$ cat src/rtl/mem_stage_unit_pkg.sv
// mem_stage_unit_pkg: Y86-64 icode/stat constants, bus FSM state and access-decode helpers.
package mem_stage_unit_pkg;
  localparam int XLEN = 64;
  localparam logic [3:0] IHALT = 4'h0, INOP = 4'h1, IRRMOVQ = 4'h2, IIRMOVQ = 4'h3;
  localparam logic [3:0] IRMMOVQ = 4'h4, IMRMOVQ = 4'h5, IOPQ = 4'h6, IJXX = 4'h7;
  localparam logic [3:0] ICALL = 4'h8, IRET = 4'h9, IPUSHQ = 4'hA, IPOPQ = 4'hB;
  localparam logic [2:0] SAOK = 3'd1, SHLT = 3'd2, SADR = 3'd3, SINS = 4'd4;
  typedef enum logic {BUS_IDLE, BUS_REQ} bus_state_e;
  function automatic logic is_read(input logic [3:0] ic);
    return ic == IMRMOVQ || ic == IPOPQ || ic == IRET;
  endfunction
  function automatic logic is_write(input logic [3:0] ic);
    return ic == IRMMOVQ || ic == IPUSHQ || ic == ICALL;
  endfunction
endpackage

$ cat src/rtl/mem_stage_unit_if.sv
// mem_stage_unit_if: req/ack data-memory bus between the memory stage and data memory.
interface mem_stage_unit_if;
  import mem_stage_unit_pkg::*;
  logic            mem_req;
  logic            mem_we;
  logic [XLEN-1:0] mem_addr;
  logic [XLEN-1:0] mem_wdata;
  logic            mem_ack;
  logic [XLEN-1:0] mem_rdata;
  logic            mem_err;
  modport master(output mem_req, mem_we, mem_addr, mem_wdata, input mem_ack, mem_rdata, mem_err);
  modport slave(input mem_req, mem_we, mem_addr, mem_wdata, output mem_ack, mem_rdata, mem_err);
endinterface

$ cat src/rtl/mem_stage_unit_bus_ctrl.sv
// mem_bus_ctrl: IDLE/REQ bus FSM with timeout; owns the registered bus request signals.
module mem_bus_ctrl
  import mem_stage_unit_pkg::*;
#(
  parameter int TIMEOUT = 16
) (
  input  logic            clk,
  input  logic            rst,
  input  logic            go_i,
  input  logic            we_i,
  input  logic [XLEN-1:0] addr_i,
  input  logic [XLEN-1:0] wdata_i,
  mem_stage_unit_if.master bus,
  output logic            busy_o,
  output logic            fin_o,
  output logic            fin_adr_o,
  output logic            stall_o
);
  localparam int CW = $clog2(TIMEOUT);
  bus_state_e state_q;
  logic [CW-1:0] cnt_q;
  logic last;
  assign last      = cnt_q == CW'(TIMEOUT - 1);
  assign busy_o    = state_q == BUS_REQ;
  assign fin_o     = busy_o & (bus.mem_ack | last);
  // ack wins over a same-cycle timeout
  assign fin_adr_o = ~bus.mem_ack | bus.mem_err;
  assign stall_o   = busy_o ? ~fin_o : go_i;
  always_ff @(posedge clk or posedge rst)
    if (rst) begin
      state_q       <= BUS_IDLE;
      cnt_q         <= '0;
      bus.mem_req   <= 1'b0;
      bus.mem_we    <= 1'b0;
      bus.mem_addr  <= '0;
      bus.mem_wdata <= '0;
    end else if (busy_o) begin
      cnt_q <= fin_o ? '0 : cnt_q + CW'(1);
      if (fin_o) begin
        state_q     <= BUS_IDLE;
        bus.mem_req <= 1'b0;
      end
    end else if (go_i) begin
      state_q       <= BUS_REQ;
      cnt_q         <= '0;
      bus.mem_req   <= 1'b1;
      bus.mem_we    <= we_i;
      bus.mem_addr  <= addr_i;
      bus.mem_wdata <= wdata_i;
    end
endmodule

$ cat src/rtl/mem_stage_unit.sv
// mem_stage_unit: Y86-64 memory stage; decodes M_* access, drives the data bus, registers m_* results.
module mem_stage_unit
  import mem_stage_unit_pkg::*;
#(
  parameter longint unsigned MEM_BYTES = 65536,
  parameter int              TIMEOUT   = 16
) (
  input  logic            clk,
  input  logic            rst,
  input  logic            M_valid_i,
  input  logic [2:0]      M_stat_i,
  input  logic [3:0]      M_icode_i,
  input  logic            M_Cnd_i,
  input  logic [XLEN-1:0] M_valE_i,
  input  logic [XLEN-1:0] M_valA_i,
  input  logic [3:0]      M_dstE_i,
  input  logic [3:0]      M_dstM_i,
  input  logic            W_exc_i,
  mem_stage_unit_if.master bus,
  output logic            m_stall_o,
  output logic            m_valid_o,
  output logic [2:0]      m_stat_o,
  output logic [3:0]      m_icode_o,
  output logic            m_Cnd_o,
  output logic [XLEN-1:0] m_valE_o,
  output logic [XLEN-1:0] m_valM_o,
  output logic [3:0]      m_dstE_o,
  output logic [3:0]      m_dstM_o
);
  logic rd, wr, en, in_rng, go, busy, fin, fin_adr;
  logic [XLEN-1:0] addr;
  assign rd     = is_read(M_icode_i);
  assign wr     = is_write(M_icode_i);
  assign addr   = (M_icode_i == IPOPQ || M_icode_i == IRET) ? M_valA_i : M_valE_i;
  // 65-bit sum so addresses near 2^64 cannot wrap into range
  assign in_rng = {1'b0, addr} + 65'd8 <= 65'(MEM_BYTES);
  assign en     = M_valid_i & (rd | wr) & (M_stat_i == SAOK) & ~(wr & W_exc_i);
  assign go     = en & in_rng;
  mem_bus_ctrl #(.TIMEOUT(TIMEOUT)) u_bus (
    .clk      (clk),
    .rst      (rst),
    .go_i     (go),
    .we_i     (wr),
    .addr_i   (addr),
    .wdata_i  (M_valA_i),
    .bus      (bus),
    .busy_o   (busy),
    .fin_o    (fin),
    .fin_adr_o(fin_adr),
    .stall_o  (m_stall_o)
  );
  always_ff @(posedge clk or posedge rst)
    if (rst) begin
      m_valid_o <= 1'b0;
      m_stat_o  <= SAOK;
      m_icode_o <= '0;
      m_Cnd_o   <= 1'b0;
      m_valE_o  <= '0;
      m_valM_o  <= '0;
      m_dstE_o  <= '0;
      m_dstM_o  <= '0;
    end else if (busy) begin
      m_valid_o <= fin;
      if (fin) begin
        m_stat_o <= fin_adr ? SADR : SAOK;
        m_valM_o <= (bus.mem_ack & ~bus.mem_we) ? bus.mem_rdata : '0;
      end
    end else if (M_valid_i) begin
      m_valid_o <= ~go;
      m_stat_o  <= (en & ~in_rng) ? SADR : M_stat_i;
      m_icode_o <= M_icode_i;
      m_Cnd_o   <= M_Cnd_i;
      m_valE_o  <= M_valE_i;
      m_valM_o  <= '0;
      m_dstE_o  <= M_dstE_i;
      m_dstM_o  <= M_dstM_i;
    end else
      m_valid_o <= 1'b0;
endmodule

$ cat src/flat_wrapper.sv
// flat-port wrapper written by rule: the top's interface ports become plain ports
module mem_stage_unit_flat import mem_stage_unit_pkg::*;
#(
  parameter longint unsigned MEM_BYTES = 65536,
  parameter int              TIMEOUT   = 16
)
  (clk, rst, M_valid_i, M_stat_i, M_icode_i, M_Cnd_i, M_valE_i, M_valA_i, M_dstE_i, M_dstM_i, W_exc_i, m_stall_o, m_valid_o, m_stat_o, m_icode_o, m_Cnd_o, m_valE_o, m_valM_o, m_dstE_o, m_dstM_o, bus_mem_req, bus_mem_we, bus_mem_addr, bus_mem_wdata, bus_mem_ack, bus_mem_rdata, bus_mem_err);
  mem_stage_unit_if bus_i ();
  input  logic clk;
  input  logic rst;
  input  logic M_valid_i;
  input  logic [2:0] M_stat_i;
  input  logic [3:0] M_icode_i;
  input  logic M_Cnd_i;
  input  logic [XLEN-1:0] M_valE_i;
  input  logic [XLEN-1:0] M_valA_i;
  input  logic [3:0] M_dstE_i;
  input  logic [3:0] M_dstM_i;
  input  logic W_exc_i;
  output logic m_stall_o;
  output logic m_valid_o;
  output logic [2:0] m_stat_o;
  output logic [3:0] m_icode_o;
  output logic m_Cnd_o;
  output logic [XLEN-1:0] m_valE_o;
  output logic [XLEN-1:0] m_valM_o;
  output logic [3:0] m_dstE_o;
  output logic [3:0] m_dstM_o;
  output wire logic [$bits(bus_i.mem_req)-1:0] bus_mem_req;
  output wire logic [$bits(bus_i.mem_we)-1:0] bus_mem_we;
  output wire logic [$bits(bus_i.mem_addr)-1:0] bus_mem_addr;
  output wire logic [$bits(bus_i.mem_wdata)-1:0] bus_mem_wdata;
  input wire logic [$bits(bus_i.mem_ack)-1:0] bus_mem_ack;
  input wire logic [$bits(bus_i.mem_rdata)-1:0] bus_mem_rdata;
  input wire logic [$bits(bus_i.mem_err)-1:0] bus_mem_err;
  assign bus_mem_req = bus_i.mem_req;
  assign bus_mem_we = bus_i.mem_we;
  assign bus_mem_addr = bus_i.mem_addr;
  assign bus_mem_wdata = bus_i.mem_wdata;
  assign bus_i.mem_ack = bus_mem_ack;
  assign bus_i.mem_rdata = bus_mem_rdata;
  assign bus_i.mem_err = bus_mem_err;
  mem_stage_unit #(.MEM_BYTES(MEM_BYTES), .TIMEOUT(TIMEOUT)) u_core (.clk(clk), .rst(rst), .M_valid_i(M_valid_i), .M_stat_i(M_stat_i), .M_icode_i(M_icode_i), .M_Cnd_i(M_Cnd_i), .M_valE_i(M_valE_i), .M_valA_i(M_valA_i), .M_dstE_i(M_dstE_i), .M_dstM_i(M_dstM_i), .W_exc_i(W_exc_i), .bus(bus_i), .m_stall_o(m_stall_o), .m_valid_o(m_valid_o), .m_stat_o(m_stat_o), .m_icode_o(m_icode_o), .m_Cnd_o(m_Cnd_o), .m_valE_o(m_valE_o), .m_valM_o(m_valM_o), .m_dstE_o(m_dstE_o), .m_dstM_o(m_dstM_o));
endmodule
$ cat config.mk
export PLATFORM = sky130hd
export DESIGN_NAME = mem_stage_unit_flat
export DESIGN_NICKNAME = d
export VERILOG_FILES = /design/src/rtl/mem_stage_unit_pkg.sv /design/src/rtl/mem_stage_unit_if.sv /design/src/rtl/mem_stage_unit_bus_ctrl.sv /design/src/rtl/mem_stage_unit.sv /design/src/flat_wrapper.sv
export SDC_FILE = /design/constraint.sdc
export NUM_CORES = 1
export LEC_CHECK = 0
export BUFFER_PORTS_ARGS = -buffer_cell sky130_fd_sc_hd__buf_2
export CORE_AREA = 2 2 190 192
export CTS_BUF_LIST = sky130_fd_sc_hd__clkbuf_8
export DETAILED_ROUTE_END_ITERATION = 10
export DIE_AREA = 0 0 192 194
export GPL_TIMING_DRIVEN = 0
export PLACE_DENSITY = 0.66
export SETUP_SLACK_MARGIN = 0.3
export SLEW_MARGIN = 20
export SYNTH_ARGS = -nofsm -noshare
export SYNTH_HDL_FRONTEND = slang
export SYNTH_HIERARCHICAL = 1
export SYNTH_SLANG_ARGS = --single-unit
$ cat constraint.sdc
create_clock -name clk -period 8.8 [get_ports clk]
set_input_delay 2.2 -clock clk [delete_from_list [all_inputs] [get_ports clk]]
set_output_delay 2.2 -clock clk [all_outputs]
set_load 0.05 [all_outputs]
==> qor.log, run 1 <==
[global_route] overflow left after global routing 0
[route] routed length per placed instance 23.09 um
[clock_network] H-tree levels 2
[layout] final-stage net count 2107
[worst_setup_path] number of cell instances on the worst register-to-register path 8
[worst_setup_path] Worst Path Class, Setup input pin to output port
[worst_setup_path] data arrival at the endpoint of the critical path 6.22 ns
[global_route] first-pass GRT wire length 81560 um
[sta] final-report max-slew violation count 0
[logic_synthesis] mean instance size in the synthesized netlist 10.36 um2
[floorplan] total number of placement rows 69
[worst_setup_path] path length in cells of the critical path 20
[outcome] run status finished clean
[logic_synthesis] post-synthesis sequential element count 280
[route] mean number of vias per cell 5.427
[sta] post-route worst setup slack 0.3810 ns
[logic_synthesis] main flop type after synthesis dfrtp_1
[layout] growth of design area from synthesis to finish 32.55%
[global_route] via count of the first global-routing pass 13400
[route] initial drt markers 756
[logic_synthesis] post-synthesis mux area share 15.59%
[worst_setup_path] R2R Path End u_core/m_stat_o[1]
[pwr] Pwr Density 166.7 mW/mm2
[logic_synthesis] summed instance area of the synthesized netlist 0.01388 mm2
[clock_network] clock tree from TritonCTS yes
[worst_setup_path] reg-to-reg slack, setup 5.78 ns
[job] max-cap violation count 0
[route] number of DRC violations after detailed routing 0
[clock_network] maximum clock insertion buffer count 3
[logic_synthesis] sequential share of the synthesized area 50.50%
[worst_setup_path] worst-path maximum fanout 10
[layout] share of cells above drive strength 1 40.92%
[logic_synthesis] post-synthesis simple-gate area fraction 20.22%
[min_path] Min-Delay Path Class flip-flop to flip-flop
[place] number of buffers inserted by port buffering 488
[floorplan] core box area 0.03522 mm2
[floorplan] die outline height 194 um
[sta] minimum clock period 8.419 ns
[logic_synthesis] Netlist cell types 69
[pwr] total chip power 3066 uW
[logic_synthesis] area fraction in compound gates after synthesis 9.385%
[logic_synthesis] total of warnings raised by yosys 6
[global_route] number of antenna violations at the first check in global routing 4
[route] via count 12986
[global_route] maximum number of pins on one net before global-route repair 94
[sta] transition at the pin with the smallest max-transition slack 0.9708 ns
[worst_setup_path] end point of the critical path m_stall_o
[pwr] Static Leakage 0.009924 uW
[worst_setup_path] kind of end point of the critical path output port
[global_route] global routing usage summed across all routing layers 29.31%
[clock_network] TritonCTS Sinks 280
[clock_network] clock-pin slew on the worst setup and hold paths 0.06 ns
[worst_setup_path] CP Launch Point M_icode_i[0]
[sta] final hold viol count 0
[sta] setup repair after global routing missed its margin false
[clock_network] Clock Tree Root clkbuf_8
[worst_setup_path] crit-path cells clkbuf_4, nand3b_1, buf_4, clkbuf_4, clkbuf_4, buf_4, buf_6, nand2_1, nand2_1, xnor2_1, nand3_1, nor4_2, nand4_1, nor4_4, and2_4, nor2b_4, buf_12, buf_8, nand2b_4, buf_6
[layout] fill count 3297
[worst_setup_path] worst path buffer plus inverter count 9
[worst_setup_path] kind of cell adding the most delay to the critical path simple AND/OR/NAND/NOR gates
[logic_synthesis] EDFF count, synth 0
[floorplan] width of the chip 192 um
[floorplan] area enclosed by the die boundary 0.03725 mm2
[worst_setup_path] launch point of the worst reg-to-reg path u_core/u_bus/cnt_q[0]
[worst_setup_path] most frequent cell on the critical path clkbuf_4
[route] remaining number of nets flagged by the antenna check after routing 0
[place] cell area reported after detailed placement 0.01697 mm2
[place] last weighted congestion value of the routability-driven placer 0.9676
[logic_synthesis] number of nets in the synthesized netlist 1555
[route] Final Routed Wirelength 55250 um
[route] detailed-router iteration count before antenna repair 7
[layout] cell area after layout 0.01840 mm2
[worst_setup_path] Max stage delay cell, worst path nor4_4
[worst_setup_path] type of origin of the critical path input pin
[clock_network] clock latency at the later pin of the worst-skew pair 0.63 ns
[logic_synthesis] ys async rst share 100.0%
[place] Post-DP HPWL 42550 um
[floorplan] number of primary I/O pins 490
[logic_synthesis] largest family of logic cells by synthesized area simple AND/OR/NAND/NOR gates
[sta] final clock period utilization by the worst path 95.67%
[layout] most used cells in the layout excluding fill and tap cells buf_2, nand2_1, dfrtp_1
[logic_synthesis] adder-cell area share of the yosys netlist 0.09016%
[sta] Max Clk Rate 118.8 MHz
[layout] most common cell after layout, fill and taps aside buf_2
[logic_synthesis] cell count after synthesis 1340
[worst_setup_path] Worst Path Required 6.60 ns
[clock_network] TritonCTS Buffers 48
[pwr] maximum vdd drop 0.1189 mV
[sta] relative max-transition margin 35.28%
[logic_synthesis] XOR/XNOR Fraction of Synth Area 1.010%
[place] worst setup slack after placement -1.073 ns
[sta] final worst clock skew 0.01588 ns
[worst_setup_path] largest stage delay on the critical path 0.43 ns
[sta] total setup violations reported at the end of the flow 0
[floorplan] effective utilization at floorplan 39.40%
[sta] worst hold slack 0.4572 ns
[where the power goes]
part / internal, uW / total (uW) / switching [uW]
clock: 715 / 1270 / 559
sequential: 1320 / 1340 / 16.9
combinational: 119 / 455 / 336
total: 2150 / 3070 / 911
[synth_stat cells (7+ instances only)]
master | instances | area share [%]
mux2_4 | 99 | 11
or4_1 | 7 | 0.38
buf_1 | 10 | 0.27
mux2i_1 | 17 | 1.2
nand2_1 | 397 | 11
o22ai_1 | 10 | 0.45
nor4_1 | 16 | 0.72
clkbuf_1 | 37 | 1.0
a22o_1 | 66 | 4.2
nor3_1 | 32 | 1.2
nand3_1 | 49 | 1.8
dfrtp_1 | 279 | 50
xnor2_1 | 10 | 0.63
buf_6 | 12 | 0.97
nand4_1 | 32 | 1.4
buf_2 | 11 | 0.40
a21oi_1 | 17 | 0.61
nor2_1 | 29 | 0.78
o21ai_0 | 20 | 0.72
inv_1 | 21 | 0.57
and3_1 | 13 | 0.59
mux2_2 | 44 | 3.6
[worst min path at each step]
| stage | startpoint | endpoint | slack (ns) | cells after the start |
|---|---|---|---|---|
| CTS | u_core/m_stat_o[0] | u_core/m_stat_o[0] | 0.46 | 2 |
| finish | u_core/m_stat_o[0] | u_core/m_stat_o[0] | 0.46 | 2 |
| floorplan | u_core/u_bus/cnt_q[1] | u_core/u_bus/cnt_q[1] | 0.48 | 2 |
| global route | u_core/m_stat_o[0] | u_core/m_stat_o[0] | 0.48 | 2 |
| global placement | u_core/m_stat_o[0] | u_core/m_stat_o[0] | 0.45 | 2 |
| detailed placement | u_core/m_stat_o[0] | u_core/m_stat_o[0] | 0.45 | 2 |
[worst register-to-register path: stages (launching register included)]
cell and delay (ns):
dfrtp_1 0.41, ha_1 0.25, a31oi_1 0.18, nor2b_1 0.09, a21oi_1 0.62, clkbuf_1 0.53, clkbuf_1 0.58, a21oi_1 0.16
a21oi_1 0.13
[cell families (layout without fill, tap and decap cells)]
family,Yosys count,after routing
adders and majority gates,1,1
AOI/OAI and AO/OA,171,171
xor gates and xnor gates,16,16
buffers and inverters,91,679
DFF,280,280
and+or+nand+nor,620,620
other,0,4
muxes,161,161
[area by class of cell]
type                       instances  area, um2  area share [%]
clock buffer                      65      894.6           4.863
inverter                          21      93.84          0.5101
multi-input combinational        969       6600           35.88
tap                              461      576.8           3.136
buffer                            70      473.0           2.571
antenna                            4      10.01         0.05441
sequential                       280       7008           38.10
clock inverter                    21      142.6          0.7754
timing repair buffer             502       2596           14.11
[repair_timing]
item                                   in CTS  in global routing
resized for setup                          57                 26
endpoints found under the hold margin       0                  0
setup buffers                               6                  6
setup endpoints to repair                   1                  1
hold buffers                                0                  0
pin swaps                                   4                  5
[flip-flops by register name, indices dropped and copies added (netlist names)]
name                        flops
u_core/u_bus/cnt_q              4
u_core/m_valM_o                64
u_core/m_stat_o                 3
u_core/m_valid_o                1
u_core/u_bus/busy_o             1
u_core/m_valE_o                64
u_core/m_dstE_o                 4
u_core/u_bus/bus.mem_req        1
u_core/m_icode_o                4
u_core/u_bus/bus.mem_wdata     64
u_core/u_bus/bus.mem_addr      64
u_core/m_Cnd_o                  1
u_core/m_dstM_o                 4
u_core/u_bus/bus.mem_we         1
[stage by stage]
| stage | util, % | cells | TNS, ns |
|---|---|---|---|
| floorplan | - | 1340 | 0 |
| global placement | 47.97 | 2289 | -1.075 |
| detailed placement | 48.17 | 2291 | -1.073 |
| CTS | 51.84 | 2383 | 0 |
| global route | 52.22 | 2392 | 0 |
| finish | 52.22 | 2393 | 0 |
[routing by layer]
layer  global-route usage (%)  vias to the layer above  share of wire (%)
met2                    49.49                      621                 49
met5                        0                        -                  0
met3                    8.271                      128                8.7
met1                    34.78                     6372                 39
li1                         -                     5865                  -
met4                    12.55                        0                3.7
(Power assumes the default switching activity.)
==> run 2, diff against run 1 <==
--- a/config.mk
+++ b/config.mk
@@ -6,15 +6,14 @@
 export NUM_CORES = 1
 export LEC_CHECK = 0
 export BUFFER_PORTS_ARGS = -buffer_cell sky130_fd_sc_hd__buf_2
-export CORE_AREA = 2 2 190 192
+export CORE_AREA = 2 2 192 194
 export CTS_BUF_LIST = sky130_fd_sc_hd__clkbuf_8
 export DETAILED_ROUTE_END_ITERATION = 10
-export DIE_AREA = 0 0 192 194
+export DIE_AREA = 0 0 194 196
 export GPL_TIMING_DRIVEN = 0
-export PLACE_DENSITY = 0.66
+export MAX_ROUTING_LAYER = met4
 export SETUP_SLACK_MARGIN = 0.3
 export SLEW_MARGIN = 20
 export SYNTH_ARGS = -nofsm -noshare
 export SYNTH_HDL_FRONTEND = slang
-export SYNTH_HIERARCHICAL = 1
 export SYNTH_SLANG_ARGS = --single-unit
==> run 2 against run 1 <==
Effect of this change:
- the run now ends with setup timing left
- combinational power grew 71%
- area after synthesis shrank 1.4%
- cell count grew 1.8%
- hold slack gained 0.011 ns
- global-route usage grew 0.58 points
- count of clock-buffer cells in the layout shrank 7
- critical endpoint unchanged
- worst setup slack lost 0.64 ns
- highest routed layer unchanged
- register-to-register slack gained 0.62 ns
- routed wire length grew 2.4%
- sequential share of layout area is essentially flat
==> qor.log, run 2 <==
[pwr] maximum vdd drop 0.1086 mV [-8.7%]
[global_route] overflow left after global routing 0 [unchanged]
[clock_network] Clock Tree Root clkbuf_8
[logic_synthesis] post-synthesis sequential element count 280 [unchanged]
[sta] Max Clk Rate 110.3 MHz [-7.1%]
[sta] final hold viol count 0 [unchanged]
[outcome] run status finished with violations
[route] number of DRC violations after detailed routing 0 [unchanged]
[pwr] Pwr Density 181.5 mW/mm2 [+8.9%]
[place] last weighted congestion value of the routability-driven placer 0.9446 [-2.4%]
[worst_setup_path] Worst Path Required 6.60 ns [about the same]
[floorplan] total number of placement rows 70 [+1.4%]
[min_path] number of cells traversed by the worst hold path 2 [unchanged]
[logic_synthesis] EDFF count, synth 0 [unchanged]
[sta] transition at the pin with the smallest max-transition slack 1.048 ns [+0.07706 ns]
[worst_setup_path] type of origin of the critical path input pin
[logic_synthesis] summed instance area of the synthesized netlist 0.01368 mm2 [-1.4%]
[place] Post-DP HPWL 43240 um [+1.6%]
[worst_setup_path] CP Launch Point M_icode_i[2]
[logic_synthesis] number of nets in the synthesized netlist 1578 [+1.5%]
[global_route] global-route met2 utilization 47.92% [-1.6 points]
[worst_setup_path] worst-path maximum fanout 4 [-6]
[logic_synthesis] Netlist cell types 73 [+5.8%]
[route] mean number of vias per cell 5.436 [+0.17%]
[pwr] Sw Share 34.49% [+4.8 points]
[worst_setup_path] R2R Path End u_core.m_valE_o[14]
[route] Final Routed Wirelength 56580 um [+2.4%]
[sta] setup repair after global routing missed its margin true
[layout] final-stage net count 2145 [+1.8%]
[layout] fill count 3453 [+4.7%]
[worst_setup_path] number of cell instances on the worst register-to-register path 6 [-2]
[logic_synthesis] post-synthesis cell type with the largest combined area dfrtp_1
[clock_network] clock latency at the later pin of the worst-skew pair 0.59 ns [-0.04 ns]
[worst_setup_path] launch point of the worst reg-to-reg path u_core.u_bus.busy_o
[layout] filler-free cell count of the finished design 2435 [+1.8%]
[worst_setup_path] reg-to-reg slack, setup 6.40 ns [+0.62 ns]
[route] initial drt markers 909 [+20%]
[floorplan] number of primary I/O pins 490 [unchanged]
[global_route] met3 usage 6.739% [-1.5 points]
[logic_synthesis] ys async rst share 100.0% [unchanged]
[worst_setup_path] data arrival at the endpoint of the critical path 6.86 ns [+0.64 ns]
[worst_setup_path] Worst Path Class, Setup input pin to output port
[layout] most used cells in the layout excluding fill and tap cells buf_2, nand2_1, dfrtp_1
[pwr] sequential group share of total power 42.3% [-1.3 points]
[job] max-cap violation count 0 [unchanged]
[layout] growth of design area from synthesis to finish 34.56%
[place] worst setup slack after placement -3.740 ns [-2.668 ns]
[clock_network] clock-pin slew on the worst setup and hold paths 0.05 ns [about the same]
[route] routed length per placed instance 23.24 um [+0.64%]
[global_route] peak-usage layer in the global routing report met2
[min_path] Endpoint, Worst Hold u_core.m_valE_o[33]
[clock_network] number of buffers inserted by hold repair at cts 0 [unchanged]
[route] via count 13237 [+1.9%]
[place] placed instance count 2324 [+1.4%]
[route] remaining number of nets flagged by the antenna check after routing 0 [unchanged]
[layout] share of cells above drive strength 1 34.56% [-6.4 points]
[logic_synthesis] top cells by area, synth dfrtp_1, nand2_1, mux2_1, a22o_1, mux2i_1
[logic_synthesis] most common cell in the netlist nand2_1
[sta] minimum clock period 9.063 ns [+0.6445 ns]
[floorplan] effective utilization at floorplan 37.92% [-1.5 points]
[logic_synthesis] cell count after synthesis 1362 [+1.6%]
[global_route] GR Layer Usage met1 36.72% [+1.9 points]
[floorplan] core box area 0.03608 mm2 [+2.4%]
[pwr] Static Leakage 0.009818 uW [-1.1%]
[global_route] number of antenna violations at the first check in global routing 8 [+4]
[clock_network] maximum clock insertion buffer count 3 [unchanged]
[place] number of buffers inserted by port buffering 485 [-0.61%]
[global_route] first-pass GRT wire length 83540 um [+2.4%]
[sta] relative max-transition margin 30.14% [-5.1 points]
[clock_network] TritonCTS Buffers 47 [-2.1%]
[min_path] min-delay src u_core.m_valE_o[33]
[pwr] Switching Power 1153 uW [+27%]
[logic_synthesis] mean instance size in the synthesized netlist 10.05 um2 [-3.0%]
[clock_network] H-tree levels 2 [unchanged]
[sta] final-report max-slew violation count 0 [unchanged]
[route] detailed-router iteration count before antenna repair 5 [-2]
[sta] final clock period utilization by the worst path 103.0% [+7.3 points]
[pwr] part of the total power dissipated in combinational logic 23.3% [+8.5 points]
[logic_synthesis] sequential share of the synthesized area 51.21% [+0.72 points]
[layout] most common cell after layout, fill and taps aside buf_2
[sta] final worst clock skew 0.01227 ns [-0.003609 ns]
[logic_synthesis] leading cell types by count after synthesis nand2_1, dfrtp_1, a22o_1
[floorplan] width of the chip 194 um [+1.0%]
[layout] area used by sequential logic in the layout 0.007008 mm2 [unchanged]
[sta] total setup violations reported at the end of the flow 1 [+1]
[logic_synthesis] area fraction of the dominant cell type after synthesis 51.02% [+0.71 points]
[logic_synthesis] total of warnings raised by yosys 0 [-6]
[clock_network] clock tree from TritonCTS yes
[logic_synthesis] main flop type after synthesis dfrtp_1
[floorplan] die outline height 196 um [+1.0%]
[global_route] global routing usage summed across all routing layers 29.89% [+0.58 points]
[global_route] via count of the first global-routing pass 13186 [-1.6%]
[layout] area of the multi-input gates 0.006444 mm2 [-2.4%]
[floorplan] area enclosed by the die boundary 0.03802 mm2 [+2.1%]
[worst_setup_path] kind of end point of the critical path output port
[clock_network] TritonCTS Sinks 280 [unchanged]
[pwr] Clock Power Share 34.4% [-7.1 points]
[outcome] failing checks setup timing
[sta] post-route setup TNS -0.2635 ns [-0.2635 ns]
[sta] post-route worst setup slack -0.2635 ns [-0.6445 ns]
[pwr] design internal power 2190 uW [+1.6%]
[global_route] maximum number of pins on one net before global-route repair 35 [-63%]
[min_path] Min-Delay Path Class flip-flop to flip-flop
[run 2: cell types whose count changed after synthesis, moves of 19 or more]
cell	before	now
nor2b_1	1	51
nand2_1	397	315
mux2_1	1	60
nor2_1	29	48
mux2_4	99	0
mux2i_1	17	42
[run 2: metrics by stage]
step	hold WS [ns]	utilization [%]	total power, uW	instance area (um2)
2_1_floorplan	0.4980	-	1903	13700
3_3_place_gp	0.4519	46.30	2177	16710
3_5_place_dp	0.4563	46.82	2193	16900
4_1_cts	0.4700	50.69	3375	18290
5_1_grt	0.4856	51.02	3483	18410
6_report	0.4684	51.03	3343	18410
[run 2: how the worst max path moves through the flow]
stage	endpoint	slack, ns
after floorplan	m_stall_o	-1.04
after global placement	m_stall_o	-3.68
after detailed placement	m_stall_o	-3.74
after CTS	m_stall_o	-0.38
after global routing	m_stall_o	-0.33
final	m_stall_o	-0.26
[run 2: layer usage]
metal	part of all wire (%)	routed length, um	vias to the layer above
li1	-	-	6021
met5	0	0	-
met1	40	22500	6436
met4	3.9	2234	0
met3	8.3	4704	126
met2	48	27150	654
[run 2: what timing repair did]
action | CTS | global route
setup endpoints to repair | 138 | 1
buffers inserted | 22 | 2
pin swaps | 16 | 18
resized for setup | 85 | 21
[run 2: cell type report]
| cell class | instances | share of cell area [%] |
|---|---|---|
| flip-flops and latches | 280 | 38.06 |
| diodes | 8 | 0.1087 |
| well taps | 468 | 3.180 |
| plain buffers | 76 | 2.997 |
| clock inverters | 21 | 0.6455 |
| inverters | 13 | 0.2854 |
| clock buffers | 58 | 4.335 |
| repair buffers | 518 | 15.40 |
| multi-input cells | 993 | 34.99 |
[run 2: cell families (layout without fill, tap and decap cells)]
group / count (synthesis) / after routing / share of synthesized area (%)
AO/OA/AOI/OAI: 193 / 193 / 10.78
XOR/XNOR: 37 / 37 / 2.368
adder cells (fa/ha/maj): 2 / 2 / 0.1828
buffers and inverters: 89 / 686 / 2.962
flip-flops: 280 / 280 / 51.21
multiplexers: 132 / 132 / 10.48
other: 0 / 8 / 0
AND/OR/NAND/NOR: 629 / 629 / 22.02
[run 2: worst max-delay path, stage by stage]
cell	delay (ns)
buf_8	0.10
and3b_1	0.21
buf_6	0.13
buf_8	0.10
buf_12	0.10
buf_12	0.11
buf_12	0.10
buf_12	0.12
nand2_4	0.05
nand2_4	0.07
ha_4	0.13
buf_8	0.11
nand3_4	0.09
or4_4	0.47
a22o_1	0.28
clkbuf_8	0.16
buf_4	0.15
a21oi_2	0.11
a21boi_2	0.07
or4_4	0.54
a2111o_1	0.36
or3_4	0.43
o31a_1	0.34
nor2_4	0.13
buf_8	0.16
[run 2: power by group through the flow]
stage	sequential, uW	clock, uW	combinational [uW]
6_report	1410	1150	779
5_1_grt	1420	1230	825
4_1_cts	1410	1180	779
3_5_place_dp	1430	0	758
3_3_place_gp	1440	0	742
2_1_floorplan	1700	0	202
